File: src/rtl/pipeline_hazard_ctrl_pkg.sv
// Shared constants for the pipeline hazard controller: FSM state codes and default parameters.
package pipeline_hazard_ctrl_pkg;

  localparam int unsigned DefMemTimeout = 15;
  localparam int unsigned DefCntW       = 32;

  localparam logic [1:0] StRun     = 2'd0;
  localparam logic [1:0] StMemWait = 2'd1;
  localparam logic [1:0] StError   = 2'd2;

endpackage

File: src/rtl/sat_counter.sv
// Event counter that clears on synchronous reset and sticks at its all-ones maximum.
module sat_counter #(
  parameter int unsigned W = 32
) (
  input  logic         clk,
  input  logic         reset,
  input  logic         inc,
  output logic [W-1:0] cnt
);

  logic [W-1:0] cnt_q;

  always_ff @(posedge clk) begin
    if (reset) begin
      cnt_q <= '0;
    end else if (inc && (cnt_q != {W{1'b1}})) begin
      cnt_q <= cnt_q + W'(1);
    end
  end

  assign cnt = cnt_q;

endmodule

File: src/rtl/pipeline_hazard_ctrl.sv
// Per-cycle advance/hold/flush decision for the five-stage pipeline, with a
// data-memory wait FSM (timeout into a sticky ERROR state) and stall/flush counters.
module pipeline_hazard_ctrl
  import pipeline_hazard_ctrl_pkg::*;
#(
  parameter int unsigned MEM_TIMEOUT = DefMemTimeout,
  parameter int unsigned CNT_W       = DefCntW
) (
  input  logic             clk,
  input  logic             reset,
  input  logic [4:0]       ifid_rs1,
  input  logic [4:0]       ifid_rs2,
  input  logic             idex_memread,
  input  logic [4:0]       idex_rd,
  input  logic             exmem_branch,
  input  logic             exmem_zero,
  input  logic             exmem_addermuxselect,
  input  logic             exmem_memread,
  input  logic             exmem_memwrite,
  input  logic             dmem_ack,
  output logic             dmem_req,
  output logic             pc_write,
  output logic             ifid_write,
  output logic             pc_src,
  output logic             ifid_flush,
  output logic             idex_flush,
  output logic             exmem_flush,
  output logic             exmem_hold,
  output logic             mem_error,
  output logic [CNT_W-1:0] stall_cnt,
  output logic [CNT_W-1:0] flush_cnt
);

  localparam int unsigned WW = $clog2(MEM_TIMEOUT + 1);

  logic [1:0]    state_q, state_d;
  logic [WW-1:0] wcnt_q, wcnt_d;
  logic          mem_error_q, mem_error_d;
  logic          memop, ack_valid, mem_stall, taken, load_use;
  logic          stall_ev, flush_ev;

  assign memop     = exmem_memread | exmem_memwrite;
  assign dmem_req  = ~reset & memop & (state_q != StError);
  // An ack without a pending request never completes a wait.
  assign ack_valid = dmem_req & dmem_ack;
  assign mem_stall = (dmem_req & ~dmem_ack) | (state_q == StError);
  assign taken     = exmem_addermuxselect | (exmem_branch & exmem_zero);
  assign load_use  = idex_memread & (idex_rd != 5'd0) &
                     ((idex_rd == ifid_rs1) | (idex_rd == ifid_rs2));

  always_comb begin
    pc_write    = 1'b0;
    ifid_write  = 1'b0;
    pc_src      = 1'b0;
    ifid_flush  = 1'b0;
    idex_flush  = 1'b0;
    exmem_flush = 1'b0;
    exmem_hold  = 1'b0;
    stall_ev    = 1'b0;
    flush_ev    = 1'b0;
    if (reset) begin
      ifid_flush  = 1'b1;
      idex_flush  = 1'b1;
      exmem_flush = 1'b1;
    end else if (mem_stall) begin
      // Branch stays parked in EX/MEM, so its redirect waits for the ack cycle.
      exmem_hold = 1'b1;
      idex_flush = 1'b1;
      stall_ev   = 1'b1;
    end else if (taken) begin
      pc_src      = 1'b1;
      pc_write    = 1'b1;
      ifid_write  = 1'b1;
      ifid_flush  = 1'b1;
      idex_flush  = 1'b1;
      exmem_flush = 1'b1;
      flush_ev    = 1'b1;
    end else if (load_use) begin
      idex_flush = 1'b1;
      stall_ev   = 1'b1;
    end else begin
      pc_write   = 1'b1;
      ifid_write = 1'b1;
    end
  end

  always_comb begin
    state_d     = state_q;
    wcnt_d      = wcnt_q;
    mem_error_d = mem_error_q;
    case (state_q)
      StRun: begin
        if (memop && !dmem_ack) begin
          state_d = StMemWait;
          wcnt_d  = WW'(1);
        end
      end
      StMemWait: begin
        if (ack_valid) begin
          state_d = StRun;
          wcnt_d  = '0;
        end else if (wcnt_q == WW'(MEM_TIMEOUT)) begin
          state_d     = StError;
          mem_error_d = 1'b1;
        end else begin
          wcnt_d = wcnt_q + WW'(1);
        end
      end
      StError: ;
      default: state_d = StRun;
    endcase
  end

  always_ff @(posedge clk) begin
    if (reset) begin
      state_q     <= StRun;
      wcnt_q      <= '0;
      mem_error_q <= 1'b0;
    end else begin
      state_q     <= state_d;
      wcnt_q      <= wcnt_d;
      mem_error_q <= mem_error_d;
    end
  end

  assign mem_error = mem_error_q;

  sat_counter #(.W(CNT_W)) u_stall_cnt (
    .clk   (clk),
    .reset (reset),
    .inc   (stall_ev),
    .cnt   (stall_cnt)
  );

  sat_counter #(.W(CNT_W)) u_flush_cnt (
    .clk   (clk),
    .reset (reset),
    .inc   (flush_ev),
    .cnt   (flush_cnt)
  );

endmodule

File: config.mk
export PLATFORM = sky130hd
export DESIGN_NAME = pipeline_hazard_ctrl
export DESIGN_NICKNAME = d
export VERILOG_FILES = /design/src/rtl/pipeline_hazard_ctrl_pkg.sv /design/src/rtl/sat_counter.sv /design/src/rtl/pipeline_hazard_ctrl.sv
export SDC_FILE = /design/constraint.sdc
export NUM_CORES = 1
export LEC_CHECK = 0
export CELL_PAD_IN_SITES_DETAIL_PLACEMENT = 0
export CELL_PAD_IN_SITES_GLOBAL_PLACEMENT = 1
export CORE_ASPECT_RATIO = 0.8
export CORE_MARGIN = 2
export CORE_UTILIZATION = 36
export DETAILED_ROUTE_END_ITERATION = 7
export PLACE_DENSITY = 0.89
export SLEW_MARGIN = 0
export SYNTH_ARGS = -nofsm -noshare
export SYNTH_HDL_FRONTEND = slang
export SYNTH_SLANG_ARGS = --single-unit
File: constraint.sdc
create_clock -name clk -period 2.8 [get_ports clk]
set_clock_uncertainty 0.15 [all_clocks]
set_input_delay 0.28 -clock clk [delete_from_list [all_inputs] [get_ports clk]]
set_output_delay 0.28 -clock clk [all_outputs]
set_load 0.005 [all_outputs]
======== Word level (Yosys, flattened, before mapping) ========
Cells that the tools add are included.
word-level totals
  word-level logic and storage cells ...... 69
  register bits ........................... 71
  input port bits ......................... 24
  output and inout port bits .............. 73
operators by class
  reductions and logical operators ........ 10
  bitwise gates (word level) .............. 15
  equal/unequal tests ..................... 11
  multiplexer cells ....................... 25
  add/subtract/negate cells ............... 3
operator list
  operator                                                         number
  32-bit by 1-bit adder with 32-bit output, second input constant  2
  32-bit inequality test, second input constant                    2
  1-bit 2-to-1 mux                                                 17
  4-bit 2-to-1 mux                                                 3
  5-bit == test                                                    2
  3-bit AND reduction                                              3
  4-bit one-hot mux with 2 select lines                            1
  1-bit bitwise AND                                                7
  2-bit 2-to-1 mux                                                 3
  3-bit inequality test, second input constant                     2
  2-bit one-hot mux with 3 select lines                            1
  5-bit nonzero test                                               1
  4-bit by 1-bit adder with 4-bit output, second input constant    1
  4-bit == test, second input constant                             1
  2-bit inequality test, second input constant                     2
  1-bit inverter                                                   4
  1-bit bitwise OR                                                 4
  1-bit logical AND                                                3
  2-bit by 1-bit == test with 1-bit output, second input constant  1
  2-bit == test, second input constant                             1
  2-bit logical NOT                                                1
  2-bit nonzero test                                               1
  1-bit logical NOT                                                1

======== Longest topological paths before layout ========
Gate-level depths: netlist (run 1).
  depth after elaboration ................. 8
  depth in mapped cells ................... 10
  depth with buffers taken out ............ 7

======== Hierarchy ========
A second synthesis (run 1) with hierarchy kept.
unflattened totals
  cells, all modules ...................... 472
  area, all modules ....................... 3,938.8 sq um
modules (own cells, without submodules)
  module                seq. area each (sq um)  instances  area each (sq um)  cells an instance
  sat_counter           640.6                   2          1,674.1            199
  pipeline_hazard_ctrl  140.1                   1          590.6              74

======== Worst setup path before layout (run 1) ========
Ideal clock, no wire load.
  path type ............................... register -> register
  start point ............................. register state_q[1]
  end point ............................... register u_flush_cnt.cnt_q[20], in the netlist u_flush_cnt.cnt[20]
  buffers on the path ..................... 3
  stages on the path, launching flop included .. 10
  required time ........................... 2.580 ns
  setup slack ............................. 0.671 ns
  arrival ................................. 1.909 ns
  period minus slack after synthesis ...... 2.129 ns
  setup time .............................. 0.070 ns
  path through ............................ dfxtp_1 -> buf_6 -> nor2b_4 -> or4_4 -> buf_6 -> clkinv_4 -> buf_8 -> o2111ai_4 -> or3_1 -> a21oi_1
on the way
  longest elaborated chain between the ends .. 7
  elaborated cells on any way between the ends .. 8
  those cells by class .................... eq/ne (2); mux (2); bitwise (3); reduce/logical (1)
RTL lines
  element                            RTL line                     RTL
  from (decl)                        pipeline_hazard_ctrl.sv:36   logic [1:0] state_q, state_d;
  from (signal assigned)             pipeline_hazard_ctrl.sv:116  state_q <= StRun;
  from (signal assigned)             pipeline_hazard_ctrl.sv:120  state_q <= state_d;
  2-bit inequality test              pipeline_hazard_ctrl.sv:43   assign dmem_req = ~reset & memop & (state_q != StError);
  1-bit bitwise AND                  pipeline_hazard_ctrl.sv:43
  1-bit bitwise AND                  pipeline_hazard_ctrl.sv:46   assign mem_stall = (dmem_req & ~dmem_ack) | (state_q == StError);
  1-bit bitwise OR (*)               pipeline_hazard_ctrl.sv:46
  1-bit 2-to-1 mux (*) (2 in a row)  --
  named net pc_src                   pipeline_hazard_ctrl.sv:24   output logic pc_src,
  1-bit logical AND (*)              sat_counter.sv:16            end else if (inc && (cnt_q != {W{1'b1}})) begin
  to (signal assigned)               sat_counter.sv:17            cnt_q <= cnt_q + W'(1);
  to (decl)                          sat_counter.sv:11            logic [W-1:0] cnt_q;
Mark *: on every way through the listed nets, which the timed path passes. The rest lies on a longest branch.
A chain may end at the register's enable or synchronous reset.

======== Final worst setup path (run 1) ========
  start point ............................. input idex_rd[1]
  end point ............................... output pc_write
on the way
  longest elaborated chain between the ends .. 7
  elaborated cells on any way between the ends .. 10
  those cells by class .................... eq/ne (2); mux (4); bitwise (3); reduce/logical (1)
RTL lines
  element                                                RTL line                                                RTL
  from (decl)                                            pipeline_hazard_ctrl.sv:14                              input logic [4:0] idex_rd,
  5-bit == test or 5-bit nonzero test (tied branches)    pipeline_hazard_ctrl.sv:49, pipeline_hazard_ctrl.sv:48
  1-bit bitwise OR or 1-bit bitwise AND (tied branches)  pipeline_hazard_ctrl.sv:49, pipeline_hazard_ctrl.sv:48
  1-bit bitwise AND (*)                                  pipeline_hazard_ctrl.sv:48                              assign load_use = idex_memread & (idex_rd != 5'd0) &
  1-bit 2-to-1 mux (*)                                   pipeline_hazard_ctrl.sv:78                              end else if (load_use) begin
  1-bit 2-to-1 mux (*)                                   pipeline_hazard_ctrl.sv:70                              end else if (taken) begin
  1-bit 2-to-1 mux (*)                                   pipeline_hazard_ctrl.sv:65                              end else if (mem_stall) begin
  1-bit 2-to-1 mux (*)                                   pipeline_hazard_ctrl.sv:61                              if (reset) begin
  to (decl)                                              pipeline_hazard_ctrl.sv:22                              output logic pc_write,
Every way passes the cells marked *; elsewhere a longest branch is shown, timed or not.

==> summary.md, run 1 <==
| Metric | Value |
|---|---|
| Outcome | completed |
| DR vias/cell | 5.42 |
| H-tree levels | 3 |
| Diode count | 0 |
| Post-Syn Area | around 0.0039 sq mm |
| Final Hold Vio Count | 0 |
| Slew HR | a little under three fifths |
| Worst skew pair latency | around 0.33 ns |
| Drt drc | 0 |
| Commonest non-fill, non-tap cell in the layout | clkdlybuf4s50_1 |
| Total negative slack | 0 ns |
| Clk pwr share | 51.0% |
| Max VDD drop | between 0.2 and 0.25 mV |
| Synthesis Warnings | 0 |
| Root Driver | clkbuf_16 |
| Die W | between 100 and 150 um |
| Die Ht | around 97 um |
| Congestion Overflow GR | 0 |
| Largest buffer count on any clock path | 2 |
| TritonCTS clock tree | done |
| DR WL/cell | between 10 and 15 um |
| Nets | ~580 |
| Core area | ~0.010 sq mm |
| Cell count after synthesis | between 400 and 500 |
| Sequential cell area | approximately 0.0014 sq mm |
| First-pass GRT wire length | between 15,000 and 20,000 um |
| Power density cells | approximately 460 mW/mm^2 |
| Initial DRC count | about 210 |
| Crit Path Class | in -> out |
| Post-route ant nets | 0 |
| Die area | 0.0116 sq mm |
| Pint | roughly 1.9 mW |
| CP dominant cell by count | clkdlybuf4s50_1 |
| Rows | 33 |
| Net Sw Frac | between 20% and 30% |
| RSZ-0062 raised after global routing | no |
| Vias in the first global route | ~3,500 |
| Number of top-level pins | 97 |
| Synth unique cells | 63 |
| TritonCTS buffer count | 9 |
| Crit path launch type | primary input |
| Average size of a mapped cell | roughly 8.5 sq um |
| Post-Syn Nets | roughly 490 |
| Final HPWL DP | 7310 um |
| Worst Hold Class | reg -> reg |
| Initial antenna violation count | 0 |
| Number of synthesized flops with an enable pin | 0 |
| Worst endpoint required time | between 2 and 2.5 ns |
| Syn-to-layout area delta | 36.8% |
| GRT Overall Usage | between 15 and 20% |
| Fmax | between 0.3 and 0.4 GHz |
| CP Cell Sequence | clkdlybuf4s50_1 > or4_1 > o21a_1 > a31oi_2 > clkdlybuf4s50_1 |
| Gp weighted congestion | around 0.75 |
| Hold bufs inserted after CTS | 0 |
| Max-cap violations | 0 |
| IO Port Bufs | 96 |
| CP peak stage delay | ~0.56 ns |
| Critical path data arrival time | roughly 2.3 ns |
| Final setup fails | 0 |
| Post-CTS Setup Bufs | 0 |
| Share of cells above drive strength 1 | approximately a tenth |
| Largest net degree at the start of global routing | 40 |
| Starting density of the core | roughly 37% |
| Fin crit share | a little over nine tenths |
| Setup crit end kind | output pin |
| Top FF cell, synth | dfxtp_1 |
| Ys async rst share | 0% |
| Leak | 1.76 nW |
| Multi-input gate area | around 0.0023 sq mm |
| Layout fillers | 999 |
| Vias | between 3,000 and 4,000 |
| NetSw | around 0.54 mW |
| Slowest-stage cell, CP | or4_1 |
| Time the worst path needs with I/O delays and setup | around 2.7 ns |
| Clock slew at the register clock pins of the worst setup and hold paths | ~0.06 ns |
| Clk sink count | 71 |
| Drt first pass iters | 4 |
| Commonest cells after routing, fill and taps aside | 95 x clkdlybuf4s50_1, 71 x dfxtp_1, 43 x nor2_1, 37 x a21oi_1, 36 x nand3_1 |
| Critical path peak fanout | 3 |
| WL final | between 10,000 and 15,000 um |
| Slew Viols, Final | 0 |
| Comb power frac | between 7 and 8% |
| Worst-Margin Slew | roughly 0.64 ns |
| Register share of total power | around two fifths |
| Synthesis-stage register bit count | just over 70 |
| Post-layout util | between 50 and 60% |
| Seq/Total Area, Yosys | a little over a third |
[synthesized netlist by cell type, types with 3 or more instances]
master    instances  area (sq um)
a21oi_1          37           185
nor3b_1           3          22.5
xor2_1           25           219
o41ai_1           3          26.3
nand4_1          22           138
or4_1            17           128
nor3_1            9          45.0
nor2b_1           4          25.0
o31ai_1          16           120
nand2_1          22          82.6
mux2_1            3          33.8
and3_1           15          93.8
or3_1            13          81.3
xnor2_1          13           114
inv_1             4          15.0
and4_1            9          78.8
clkbuf_1         11          41.3
ha_1              3          37.5
nand3_1          36           180
dfxtp_1          71          1420
o21ai_0          16          80.1
nor4_1            5          31.3
buf_2             7          35.0
buf_4             5          37.5
nor2_1           43           161
[flip-flops by register name, indices dropped and copies added, names as in the netlist]
signal	cells
u_flush_cnt.cnt	32
wcnt_q	4
u_stall_cnt.cnt	32
mem_error	1
state_q	2
[timing repair]
item / 4_1_cts / 5_1_grt
gates resized for setup: 1 / 0
pin swaps: 0 / 1
endpoints found under the setup margin: 2 / 2
[power by group through the flow]
stage,Clock (mW),Combinational (mW),Sequential [mW]
3_5_place_dp,0,0.176,1.05
2_1_floorplan,0,0.0970,1.05
3_3_place_gp,0,0.170,1.05
6_report,1.25,0.175,1.03
5_1_grt,1.33,0.194,1.03
4_1_cts,1.28,0.177,1.03
[worst max-delay path: cells and delay by family]
family,cells,cell delay (ns)
AO/OA/AOI/OAI,2,0.44
buffers and inverters,2,1.00
AND/OR/NAND/NOR,1,0.56
[per-stage QoR]
step	area [sq um]	hold WS [ns]	instances	worst slack, ns	power, mW
after floorplan	3880	0.310	458	0.671	1.14
after global placement	4970	0.322	679	0.0539	1.22
after detailed placement	4970	0.324	679	0.00554	1.23
after CTS	5310	0.339	695	0.0330	2.49
after global routing	5310	0.363	695	0.0194	2.55
final	5310	0.334	695	0.0854	2.46
[per-layer routing]
metal	up-vias	share of wire, %	track usage (%)
li1	1891	-	-
met1	1789	48	23.9
met2	78	46	28.0
met3	6	5.1	3.83
met4	0	0.74	4.52
met5	-	0	0
[final timing paths]
check | startpoint | endpoint | slack (ns) | cells after the start
max reg2reg | u_stall_cnt.cnt[3] | u_stall_cnt.cnt[26] | 0.34 | 7
min reg2reg | mem_error | mem_error | 0.33 | 2
min | mem_error | mem_error | 0.33 | 2
max | idex_rd[1] | pc_write | 0.09 | 5
[cells by family (layout without fill, tap and decap cells)]
| kind of cell | count (synthesis) | after routing | share of synthesized area, % |
|---|---|---|---|
| AOI/OAI and AO/OA | 90 | 90 | 15.5 |
| xor gates and xnor gates | 38 | 38 | 8.57 |
| adders and majority gates | 3 | 3 | 0.967 |
| buffers and inverters | 34 | 131 | 4.80 |
| DFF | 71 | 71 | 36.6 |
| muxes | 5 | 5 | 1.45 |
| and+or+nand+nor | 217 | 217 | 32.1 |
[final cells by class]
type                       instances  share of cell area (%)
clock buffer                      10                    4.50
clock inverter                     6                    1.72
inverter                           6                   0.518
multi-input combinational        353                    43.1
sequential                        71                    26.8
tap                              140                    3.30
timing repair buffer             109                    20.1
(Power assumes the default switching activity.)
==> run 2: changes to the inputs <==
GPL_ROUTABILITY_DRIVEN = 0   (was unset)
HOLD_SLACK_MARGIN = 0.08   (was unset)
==> results of run 2 <==
No change in the layout: final DEF, timing and power equal those of run 1.
